$ cat config.mk
export PLATFORM = sky130hd
export DESIGN_NAME = spi_frame_rx
export DESIGN_NICKNAME = d
export VERILOG_FILES = /design/src/rtl/spi_frame_pkg.sv /design/src/rtl/spi_crc8_serial.sv /design/src/rtl/spi_frame_rx.sv
export SDC_FILE = /design/constraint.sdc
export NUM_CORES = 2
export LEC_CHECK = 0
export CAP_MARGIN = 20
export CORE_ASPECT_RATIO = 2
export CORE_UTILIZATION = 50
export DETAILED_ROUTE_END_ITERATION = 10
export MAX_ROUTING_LAYER = met4
export PLACE_DENSITY = 0.73
export SLEW_MARGIN = 20
export SYNTH_ARGS = -nofsm -noshare
export SYNTH_HDL_FRONTEND = slang
export SYNTH_SLANG_ARGS = --single-unit
$ cat constraint.sdc
create_clock -name i_clk -period 3.34 [get_ports i_clk]
set_clock_uncertainty 0.15 [all_clocks]
set_input_delay 0.668 -clock i_clk [delete_from_list [all_inputs] [get_ports i_clk]]
set_output_delay 0.668 -clock i_clk [all_outputs]
set_load 0.02 [all_outputs]
$ cat src/rtl/spi_frame_pkg.sv
// Shared types and CRC-8 helper for the SPI frame receive (and future transmit) paths.
package spi_frame_pkg;

  typedef enum logic [1:0] {
    ERR_NONE  = 2'd0,
    ERR_SHORT = 2'd1,
    ERR_LONG  = 2'd2,
    ERR_CRC   = 2'd3
  } err_e;

  typedef enum logic [1:0] {
    IDLE,
    RECV,
    CHECK,
    COMMIT
  } state_e;

  localparam logic [7:0] CRC8_POLY = 8'h07;
  localparam logic [7:0] CRC8_INIT = 8'h00;

  function automatic logic [7:0] crc8_step(input logic [7:0] crc, input logic bit_in);
    return {crc[6:0], 1'b0} ^ ((crc[7] ^ bit_in) ? CRC8_POLY : 8'h00);
  endfunction

endpackage

$ cat src/rtl/spi_crc8_serial.sv
// Bit-serial CRC-8 (poly 0x07, MSB first, no reflection, no final XOR).
module spi_crc8_serial
  import spi_frame_pkg::*;
(
  input  logic       i_clk,
  input  logic       i_rst_n,
  input  logic       i_clr,
  input  logic       i_en,
  input  logic       i_bit_in,
  output logic [7:0] o_crc
);

  logic [7:0] r_crc;

  always_ff @(posedge i_clk) begin
    if (!i_rst_n || i_clr) begin
      r_crc <= CRC8_INIT;
    end else if (i_en) begin
      r_crc <= crc8_step(r_crc, i_bit_in);
    end
  end

  assign o_crc = r_crc;

endmodule

$ cat src/rtl/spi_frame_rx.sv
// SPI mode-0 frame receiver: oversampled capture, length/CRC validation and atomic commit
// of the payload, plus a stretched system-time-update flag.
module spi_frame_rx
  import spi_frame_pkg::*;
#(
  parameter int unsigned PAYLOAD_BYTES = 51,
  parameter bit          CRC_EN        = 1'b1,
  parameter int unsigned TIME_BYTES    = 8,
  parameter int unsigned HOLD_CYCLES   = 128
) (
  input  logic                       i_clk,
  input  logic                       i_rst_n,
  input  logic                       i_clk_en,
  input  logic                       i_sclk,
  input  logic                       i_cs_n,
  input  logic                       i_mosi,
  output logic [PAYLOAD_BYTES*8-1:0] o_frame_data,
  output logic                       o_frame_wr,
  output logic                       o_frame_err,
  output logic [1:0]                 o_err_code,
  output logic                       o_sys_time_update,
  output logic [15:0]                o_frame_cnt
);

  localparam int unsigned PayloadBits = PAYLOAD_BYTES * 8;
  localparam int unsigned NBits       = (PAYLOAD_BYTES + (CRC_EN ? 1 : 0)) * 8;
  localparam int unsigned CntW        = $clog2(NBits + 1);
  localparam int unsigned TimeBits    = TIME_BYTES * 8;

  localparam logic [CntW-1:0] CntFull    = CntW'(NBits);
  localparam logic [CntW-1:0] CntOvf     = CntW'(NBits + 1);
  localparam logic [CntW-1:0] CntPayload = CntW'(PayloadBits);
  localparam logic [7:0]      HoldLoad   = 8'(HOLD_CYCLES - 1);

  // Synchronisers run every clk; the extra delay stage feeds the edge detectors.
  logic r_sclk_meta, r_sclk_sync, r_sclk_dly;
  logic r_cs_meta, r_cs_sync, r_cs_dly;
  logic r_mosi_meta, r_mosi_sync;

  always_ff @(posedge i_clk) begin
    if (!i_rst_n) begin
      r_sclk_meta <= 1'b0;
      r_sclk_sync <= 1'b0;
      r_sclk_dly  <= 1'b0;
      r_cs_meta   <= 1'b1;
      r_cs_sync   <= 1'b1;
      r_cs_dly    <= 1'b1;
      r_mosi_meta <= 1'b0;
      r_mosi_sync <= 1'b0;
    end else begin
      r_sclk_meta <= i_sclk;
      r_sclk_sync <= r_sclk_meta;
      r_sclk_dly  <= r_sclk_sync;
      r_cs_meta   <= i_cs_n;
      r_cs_sync   <= r_cs_meta;
      r_cs_dly    <= r_cs_sync;
      r_mosi_meta <= i_mosi;
      r_mosi_sync <= r_mosi_meta;
    end
  end

  logic w_sclk_rise, w_cs_rise, w_cs_fall;
  assign w_sclk_rise = r_sclk_sync & ~r_sclk_dly;
  assign w_cs_rise   = r_cs_sync & ~r_cs_dly;
  assign w_cs_fall   = ~r_cs_sync & r_cs_dly;

  state_e           r_state, w_state_next;
  logic [CntW-1:0]  r_cnt, w_cnt_next;
  logic [NBits-1:0] r_shift, w_shift_next;
  logic [7:0]       w_crc;
  logic             w_crc_clr, w_crc_en, w_err_pulse, w_commit;
  err_e             w_err_next;

  always_comb begin
    w_state_next = r_state;
    w_cnt_next   = r_cnt;
    w_shift_next = r_shift;
    w_crc_clr    = 1'b0;
    w_crc_en     = 1'b0;
    w_err_pulse  = 1'b0;
    w_err_next   = ERR_NONE;
    w_commit     = 1'b0;
    unique case (r_state)
      IDLE: begin
        if (w_cs_fall) begin
          w_state_next = RECV;
          w_cnt_next   = '0;
          w_crc_clr    = 1'b1;
        end
      end
      RECV: begin
        if (w_sclk_rise) begin
          if (r_cnt < CntFull) begin
            w_shift_next = {r_shift[NBits-2:0], r_mosi_sync};
            w_cnt_next   = r_cnt + 1'b1;
            w_crc_en     = (r_cnt < CntPayload);
          end else begin
            w_cnt_next = CntOvf;
          end
        end
        if (w_cs_rise) begin
          w_state_next = CHECK;
        end
      end
      CHECK: begin
        w_state_next = IDLE;
        // A zero count is a CS glitch: drop it silently.
        if (r_cnt != '0) begin
          if (r_cnt < CntFull) begin
            w_err_pulse = 1'b1;
            w_err_next  = ERR_SHORT;
          end else if (r_cnt > CntFull) begin
            w_err_pulse = 1'b1;
            w_err_next  = ERR_LONG;
          end else if (CRC_EN && (r_shift[7:0] != w_crc)) begin
            w_err_pulse = 1'b1;
            w_err_next  = ERR_CRC;
          end else begin
            w_state_next = COMMIT;
            w_commit     = 1'b1;
          end
        end
      end
      COMMIT: w_state_next = IDLE;
      default: w_state_next = IDLE;
    endcase
  end

  spi_crc8_serial u_crc (
    .i_clk    (i_clk),
    .i_rst_n  (i_rst_n),
    .i_clr    (w_crc_clr & i_clk_en),
    .i_en     (w_crc_en & i_clk_en),
    .i_bit_in (r_mosi_sync),
    .o_crc    (w_crc)
  );

  always_ff @(posedge i_clk) begin
    if (!i_rst_n) begin
      r_state <= IDLE;
      r_cnt   <= '0;
      r_shift <= '0;
    end else if (i_clk_en) begin
      r_state <= w_state_next;
      r_cnt   <= w_cnt_next;
      r_shift <= w_shift_next;
    end
  end

  logic [PayloadBits-1:0] r_frame_data;
  logic                   r_frame_wr, r_frame_err, r_sys;
  err_e                   r_err_code;
  logic [15:0]            r_frame_cnt;
  logic [7:0]             r_timer;
  logic                   w_time_nz;

  assign w_time_nz = |r_shift[NBits-1 -: TimeBits];

  // Results are registered on the CHECK decision so data and strobe appear together.
  always_ff @(posedge i_clk) begin
    if (!i_rst_n) begin
      r_frame_data <= '0;
      r_frame_wr   <= 1'b0;
      r_frame_err  <= 1'b0;
      r_err_code   <= ERR_NONE;
      r_frame_cnt  <= '0;
      r_timer      <= '0;
      r_sys        <= 1'b0;
    end else begin
      r_frame_wr  <= 1'b0;
      r_frame_err <= 1'b0;
      if (i_clk_en) begin
        if (w_err_pulse) begin
          r_frame_err <= 1'b1;
          r_err_code  <= w_err_next;
        end
        if (w_commit) begin
          r_frame_data <= r_shift[NBits-1 -: PayloadBits];
          r_frame_wr   <= 1'b1;
          r_frame_cnt  <= r_frame_cnt + 16'd1;
        end
        if (w_commit && w_time_nz) begin
          r_timer <= HoldLoad;
          r_sys   <= 1'b1;
        end else if (r_timer != 8'd0) begin
          r_timer <= r_timer - 8'd1;
        end else begin
          r_sys <= 1'b0;
        end
      end
    end
  end

  assign o_frame_data      = r_frame_data;
  assign o_frame_wr        = r_frame_wr;
  assign o_frame_err       = r_frame_err;
  assign o_err_code        = r_err_code;
  assign o_sys_time_update = r_sys;
  assign o_frame_cnt       = r_frame_cnt;

endmodule

==> Yosys cells after proc, flatten, opt, wreduce, memory -nomap -nowiden <==
Index checks and enable logic that the tools add are counted.
{ "totals": {"ff_bits": 880, "inputBits": 6} }
{ "op_classes": {"bitwise": 10, "n_eq_ne": 8, "muxes": 38, "n_addsub": 3, "reduce_logical": 17, "order_cmp": 3} }
{ "op_table": {"columns": ["operator", "count"], "rows": [
  ["64-bit OR reduction", 1],
  ["9-bit two-way mux", 3],
  ["2-bit two-way mux", 11],
  ["1-bit two-way mux", 19],
  ["9-bit < comparator (second input constant)", 2],
  ["9-bit case mux with 2 select lines", 1],
  ["16-bit by 1-bit adder with 16-bit output (second input constant)", 1],
  ["8-bit two-way mux", 2],
  ["2-bit AND reduction", 5],
  ["9-bit by 1-bit adder with 9-bit output (second input constant)", 1],
  ["9-bit greater-than comparator (second input constant)", 1],
  ["9-bit nonzero test", 1],
  ["2-bit != test (second input constant)", 4],
  ["8-bit != test", 1],
  ["2-bit case mux with 4 select lines", 1],
  ["4-bit AND reduction", 2],
  ["8-bit nonzero test", 1],
  ["8-bit by 1-bit subtractor with 8-bit output (second input constant)", 1],
  ["8-bit bitwise XOR", 1],
  ["1-bit bitwise AND", 5],
  ["2-bit equality test (second input constant)", 2],
  ["2-bit nonzero test", 2],
  ["3-bit two-way mux", 1],
  ["1-bit inverter", 3],
  ["7 further kinds", 7]
]} }

==> Logic depth before layout (Yosys ltp) <==
{ "depth": {"word_depth": 9, "depth_mapped": 11} }

==> Hierarchy <==
From an unflattened synthesis, not the netlist that was laid out.
{ "hier_totals": {"cells_unflattened": 3918, "area_unflattened_um2": 30879.6} }
{ "modules_own_cells": {"columns": ["mod", "instances", "area_per_inst_um2", "cells_per_inst"], "rows": [
  ["spi_frame_rx", 1, 30536.8, 3885],
  ["spi_crc8_serial", 1, 342.8, 33]
]} }

==> Worst setup path after synthesis <==
Ideal clock, no wire load.
{ "synth_timing": {"path_kind": "in2reg", "from": "input port i_clk_en", "to": "register r_frame_data[349], in the netlist o_frame_data[349]", "path_slack_ps": 638, "arrival_time_ps": 2482, "cell_stages": 9, "n_path_buf": 4, "cell_sequence": "clkbuf_1 > and3b_1 > nand3_1 > nor4_2 > clkbuf_1 > buf_2 > buf_2 > nand2_1 > a21oi_1"} }
{ "synth_via": {"elab_chain_len": 1} }
{ "synth_rtl": {"columns": ["element", "line", "text"], "rows": [
  ["from (decl)", "spi_frame_rx.sv:13", "input logic i_clk_en,"],
  ["2-bit AND reduction (no line)", null, null],
  ["to (signal assigned)", "spi_frame_rx.sv:178", "r_frame_data <= r_shift[NBits-1 -: PayloadBits];"],
  ["to (decl)", "spi_frame_rx.sv:150", "logic [PayloadBits-1:0] r_frame_data;"]
]} }
No other way between the ends.
A chain may end at the register's enable or synchronous reset.

==> Final worst setup path <==
{ "layout_timing": {"from": "register r_cnt[6]", "to": "register r_frame_data[365], in the netlist o_frame_data[365]"} }
{ "layout_via": {"elab_chain_len": 6, "elab_cells_between_ends": 8} }
{ "layout_rtl": {"columns": ["element", "line", "text"], "rows": [
  ["from (decl)", "spi_frame_rx.sv:68", "logic [CntW-1:0] r_cnt, w_cnt_next;"],
  ["from (signal assigned)", "spi_frame_rx.sv:145", "r_cnt <= w_cnt_next;"],
  ["9-bit greater-than comparator", "spi_frame_rx.sv:112", "end else if (r_cnt > CntFull) begin"],
  ["1-bit two-way mux", "spi_frame_rx.sv:112", null],
  ["1-bit two-way mux", "spi_frame_rx.sv:109", "if (r_cnt < CntFull) begin"],
  ["1-bit two-way mux (*)", "spi_frame_rx.sv:108", "if (r_cnt != '0) begin"],
  ["1-bit two-way mux (*)", "spi_frame_rx.sv:83", "unique case (r_state)"],
  ["2-bit AND reduction (no line) (*)", null, null]
]} }
Every way passes the cells marked *; elsewhere a longest branch is shown, timed or not.

==> impl_summary.md <==
Clock network
The longest clock path from root to sink contains 3 buffers. TritonCTS built the clock tree. At the later pin of the worst-skew pair, clock insertion delay measures 0.61 ns.

The number of buffers added to fix hold violations after cts is 0. The H-tree level count is 3. The clock net sink count is a little under 900. CTS placed an instance of sky130_fd_sc_hd__clkbuf_16 at the clock tree root. The total setup buffers inserted after CTS is 0. Counting the buffers created by CTS gives 74. The clock edge transition at the registers on the reported setup and hold paths is 0.07 ns. The number of gates resized after CTS is 0.

Setup path
In this run the critical register-to-register path is launched from r_cnt[6]$_SDFFE_PN0P_. The type of the setup path with the least slack is flop to flop. The critical-path maximum fanout is 92. The launching element type of the critical path is a flop.

The arrival time at the worst endpoint is 3.06 ns. On the worst path, the slowest cell contributes a delay of 0.59 ns. The slowest cell on the critical path is sky130_fd_sc_hd__or4_4. STA classifies the critical path endpoint as a flop. STA puts the critical path data required time at 3.67 ns. Walking the worst path, the cells encountered are nor4_4 -> nand2_1 -> or4_4 -> or2_4 -> buf_12 -> nand2_1 -> a21oi_1. The endpoint of the worst-slack reg-to-reg timing path is o_frame_data[365]$_SDFFE_PN0P_. The critical path's most frequent cell is sky130_fd_sc_hd__nand2_1. The setup slack of the most critical reg-to-reg path is around 0.6 ns. The worst register-to-register path has a depth of 7. The most critical setup path has its startpoint at r_cnt[6]$_SDFFE_PN0P_.

Yosys
The synthesis-stage register bit count is 880. By count the netlist is led by sky130_fd_sc_hd__nand2_1 (1669), sky130_fd_sc_hd__dfxtp_1 (880), sky130_fd_sc_hd__a21oi_1 (842), sky130_fd_sc_hd__clkbuf_1 (226), sky130_fd_sc_hd__buf_2 (53). The leading area contributor after synthesis is sky130_fd_sc_hd__dfxtp_1. Summing the areas of all fa, ha and maj instances in the mapped netlist gives less than 1% of the synthesized area. The synthesized netlist cell count is 3899.

Synthesis produced a netlist with a net count of around 3900. sky130_fd_sc_hd__nand2_1 is the most common cell in the netlist. In the synthesized netlist, mux cells make up 0.265% of the area.

By area, the combinational part of the netlist is dominated by simple AND/OR/NAND/NOR gates. A synthesized cell averages approximately 8 um2. For this run, asynchronously set or reset flops after synthesis account for 0%. The post-synthesis cell area is 30700 um2. The share of the yosys chip area belonging to registers is 57.4%.

The xor/xnor share of the synthesized area is less than 1%. The top cell type by area accounts for 57.4% of the synthesized area. The simple-gate share of the synthesized area is 23.0%. Counting distinct cell types in the post-synthesis netlist gives 45.

The most used flip-flop cell after synthesis is sky130_fd_sc_hd__dfxtp_1. The number of synthesized flops with an enable pin is 0. Sorting the synthesized cells by area gives the leading types as sky130_fd_sc_hd__dfxtp_1 (57%), sky130_fd_sc_hd__nand2_1 (20%), sky130_fd_sc_hd__a21oi_1 (14%), sky130_fd_sc_hd__clkbuf_1 (2.8%), sky130_fd_sc_hd__buf_2 (0.86%). For this run, the number of Yosys warnings is 0. The synthesized netlist devotes 14.5% of its cell area to compound gates.

Worst hold path
The endpoint with the worst hold slack is r_cs_sync$_SDFF_PN1_. The count of cells along the worst hold path is 1. In this run the most critical hold path is launched from r_cs_meta$_SDFF_PN1_. In this run the worst hold path is classified as flop to flop.

Timing
At the pin with the least slew margin, the transition time is 0.763 ns. The worst hold-check slack is about 0.26 ns. Setup violations remaining at the end of the flow were counted as 0.

The count of pins over their slew limit is 0. The setup total negative slack is 0 ns. The final critical-path required period is 2.73 ns.

Static timing analysis puts the maximum clock frequency at 0.367 GHz. Setup repair after global routing left no endpoint under its margin. The share of the cycle needed by the critical path after routing is approximately 82%. The count of endpoints failing hold in the final timing report is 0.

The max-slew headroom at the worst pin is 48.5%.

Cells and area
The area used by multi-input combinational logic is 11900 um2. The area growth from synthesis to layout is 26.0%. The share of the core filled with cells in the final layout is 63.7%. The flip-flop and latch area is 17600 um2. The final layout contains approximately 4200 nets. In the final layout, the share of cells above drive strength 1 is 4.90%. The number of antenna cells inserted is 0.

The count of filler cells inserted in the layout is 5270.

Power and ir drop
Cell internal power was estimated by the tool at around 16000 uW. The combinational share of power is 2.6%. The power share of the sequential group is a little over half.

The power per unit of standard cell area is ~520 nW/um2. The net switching power is 4280 uW. The net switching share of the total power is 21.2%. The analysis attributes to cell leakage a power of 0.0125 uW. The worst ir drop on vdd is 490 uV. The clock power share is between 40% and 50%.

Detailed routing
After the first detailed-routing iteration, the DRC count stood at 1581. The routed via count is 26400. After detailed routing, the number of remaining DRC violations is 0. The routed design has 78.7 mm of wire. In the routed layout, each cell is associated on average with a via count of ~5.2.

The count of nets left with antenna violations once routing finished came out at 0. The first-pass detailed-route iteration total is 7. In the final routed layout, each cell accounts on average for around 16 um.

Global routing
The number of global-route vias before repair is 24700. The first global-routing pass estimated 127 mm of wire. The maximum number of pins on one net before global-route repair is around 110. The number of antenna violations at the first check in global routing came to 0.

The total congestion overflow is 0. The overall global routing resource usage is 25.5%.

Place
Input and output buffers added on the ports amount to 434. The detailed-placement wirelength estimate is 51.5 mm. At the end of routability-driven placement, the weighted congestion stood at 0.830.

Floorplan
In this run the standard cell core region covers 60700 um2. During I/O placement, the number of pins put on the boundary was 435. The die is 177 um wide. The effective utilization at floorplan is 50.6%.

The floorplan step set the die height to 352 um. The number of core rows is 128. The floorplan die area is 62400 um2.

Status
The flow ran to the end, and the final reports show no timing, DRC or antenna violations.

Run
The max-cap violation count is 0.
[worst max-delay path by stage]
| stage | endpoint | slack (ns) | cells after the start |
|---|---|---|---|
| 2_1_floorplan | o_frame_data[349]$_SDFFE_PN0P_ | 0.64 | 9 |
| 5_1_grt | o_frame_data[185]$_SDFFE_PN0P_ | 0.48 | 7 |
| 4_1_cts | o_frame_cnt[3]$_SDFFE_PN0P_ | 0.63 | 7 |
| 6_report | o_frame_data[365]$_SDFFE_PN0P_ | 0.61 | 7 |
| 3_3_place_gp | o_frame_cnt[14]$_SDFFE_PN0P_ | 0.08 | 8 |
| 3_5_place_dp | o_frame_cnt[14]$_SDFFE_PN0P_ | 0.01 | 8 |
[area by class of cell]
class	instances	area share [%]
Sequential cell	880	45.6
Inverter	9	0.107
Tap cell	780	2.53
Clock buffer	111	5.63
Clock inverter	23	0.978
Timing Repair Buffer	518	14.4
Multi-Input combinational cell	2723	30.8
[cells in the final DEF, fill, tap and decap left out, types with 5 or more instances in the layout]
| cell type | Yosys | layout |
|---|---|---|
| sky130_fd_sc_hd__nand2_1 | 1669 | 1668 |
| sky130_fd_sc_hd__dfxtp_1 | 880 | 880 |
| sky130_fd_sc_hd__a21oi_1 | 842 | 842 |
| sky130_fd_sc_hd__clkdlybuf4s50_1 | 0 | 434 |
| sky130_fd_sc_hd__clkbuf_16 | 0 | 77 |
| sky130_fd_sc_hd__buf_12 | 0 | 47 |
| sky130_fd_sc_hd__nor2_1 | 44 | 44 |
| sky130_fd_sc_hd__buf_4 | 0 | 37 |
| sky130_fd_sc_hd__clkbuf_1 | 226 | 22 |
| sky130_fd_sc_hd__nor4_1 | 19 | 19 |
| sky130_fd_sc_hd__nand4_1 | 17 | 17 |
| sky130_fd_sc_hd__o21ai_0 | 15 | 15 |
| sky130_fd_sc_hd__xnor2_1 | 14 | 14 |
| sky130_fd_sc_hd__xor2_1 | 13 | 13 |
| sky130_fd_sc_hd__clkbuf_8 | 0 | 12 |
| sky130_fd_sc_hd__nand3_1 | 11 | 11 |
| sky130_fd_sc_hd__and2_1 | 9 | 9 |
| sky130_fd_sc_hd__inv_1 | 8 | 8 |
| sky130_fd_sc_hd__and3_1 | 8 | 8 |
| sky130_fd_sc_hd__bufinv_16 | 0 | 8 |
| sky130_fd_sc_hd__mux2i_1 | 7 | 7 |
| sky130_fd_sc_hd__nand2b_1 | 6 | 6 |
| sky130_fd_sc_hd__or3_1 | 6 | 6 |
| sky130_fd_sc_hd__clkinv_2 | 0 | 6 |
| sky130_fd_sc_hd__ha_1 | 5 | 5 |
[worst max-delay path, delay by kind of cell, from the launching register on]
family | cells | cell delay [ns]
and+or+nand+nor | 5 | 1.62
DFF | 1 | 0.41
AOI/OAI and AO/OA | 1 | 0.08
buffers and inverters | 1 | 0.25
[cell families (layout without fill, tap and decap cells)]
logic type	after synthesis	count (layout)
AND/OR/NAND/NOR	1809	1809
flip-flops	880	880
AO/OA/AOI/OAI	874	874
buffers and inverters	296	661
XOR/XNOR	27	27
multiplexers	8	8
adder cells (fa/ha/maj)	5	5
[stage by stage]
stage / worst slack [ns] / std cells / total power [uW] / area, um2
3_5_place_dp: 0.0137 / 4910 / 11300 / 36100
6_report: 0.612 / 5044 / 20200 / 38700
4_1_cts: 0.628 / 5044 / 20400 / 38700
2_1_floorplan: 0.638 / 3899 / 11200 / 30700
5_1_grt: 0.484 / 5044 / 20800 / 38700
3_3_place_gp: 0.0788 / 4910 / 11300 / 36100
[power by group through the flow]
stage	clock network [uW]	logic, uW	registers [uW]
final	9070	533	10600
after global routing	9680	588	10600
after CTS	9260	533	10600
after detailed placement	0	529	10800
after global placement	0	524	10800
after floorplan	0	399	10800
[state kept, by name (all words and copies together) (netlist names), 2 cells and up]
signal and count:
r_cnt 9, o_frame_cnt 16, o_err_code 2, r_shift 416
o_frame_data 408, r_timer 8, r_state 2, u_crc.o_crc 8
[per-layer routing]
metal  track usage [%]  part of all wire [%]  up-vias  wire length, um
met5                 -                     0        -                0
met4              8.91                   2.9        0             2270
met3              4.71                   5.6      120             4370
met2              42.9                    50      669            39700
met1              30.0                    41    12400            32300
li1                  -                     -    13200                -
Power figures use the tool's default switching activity.
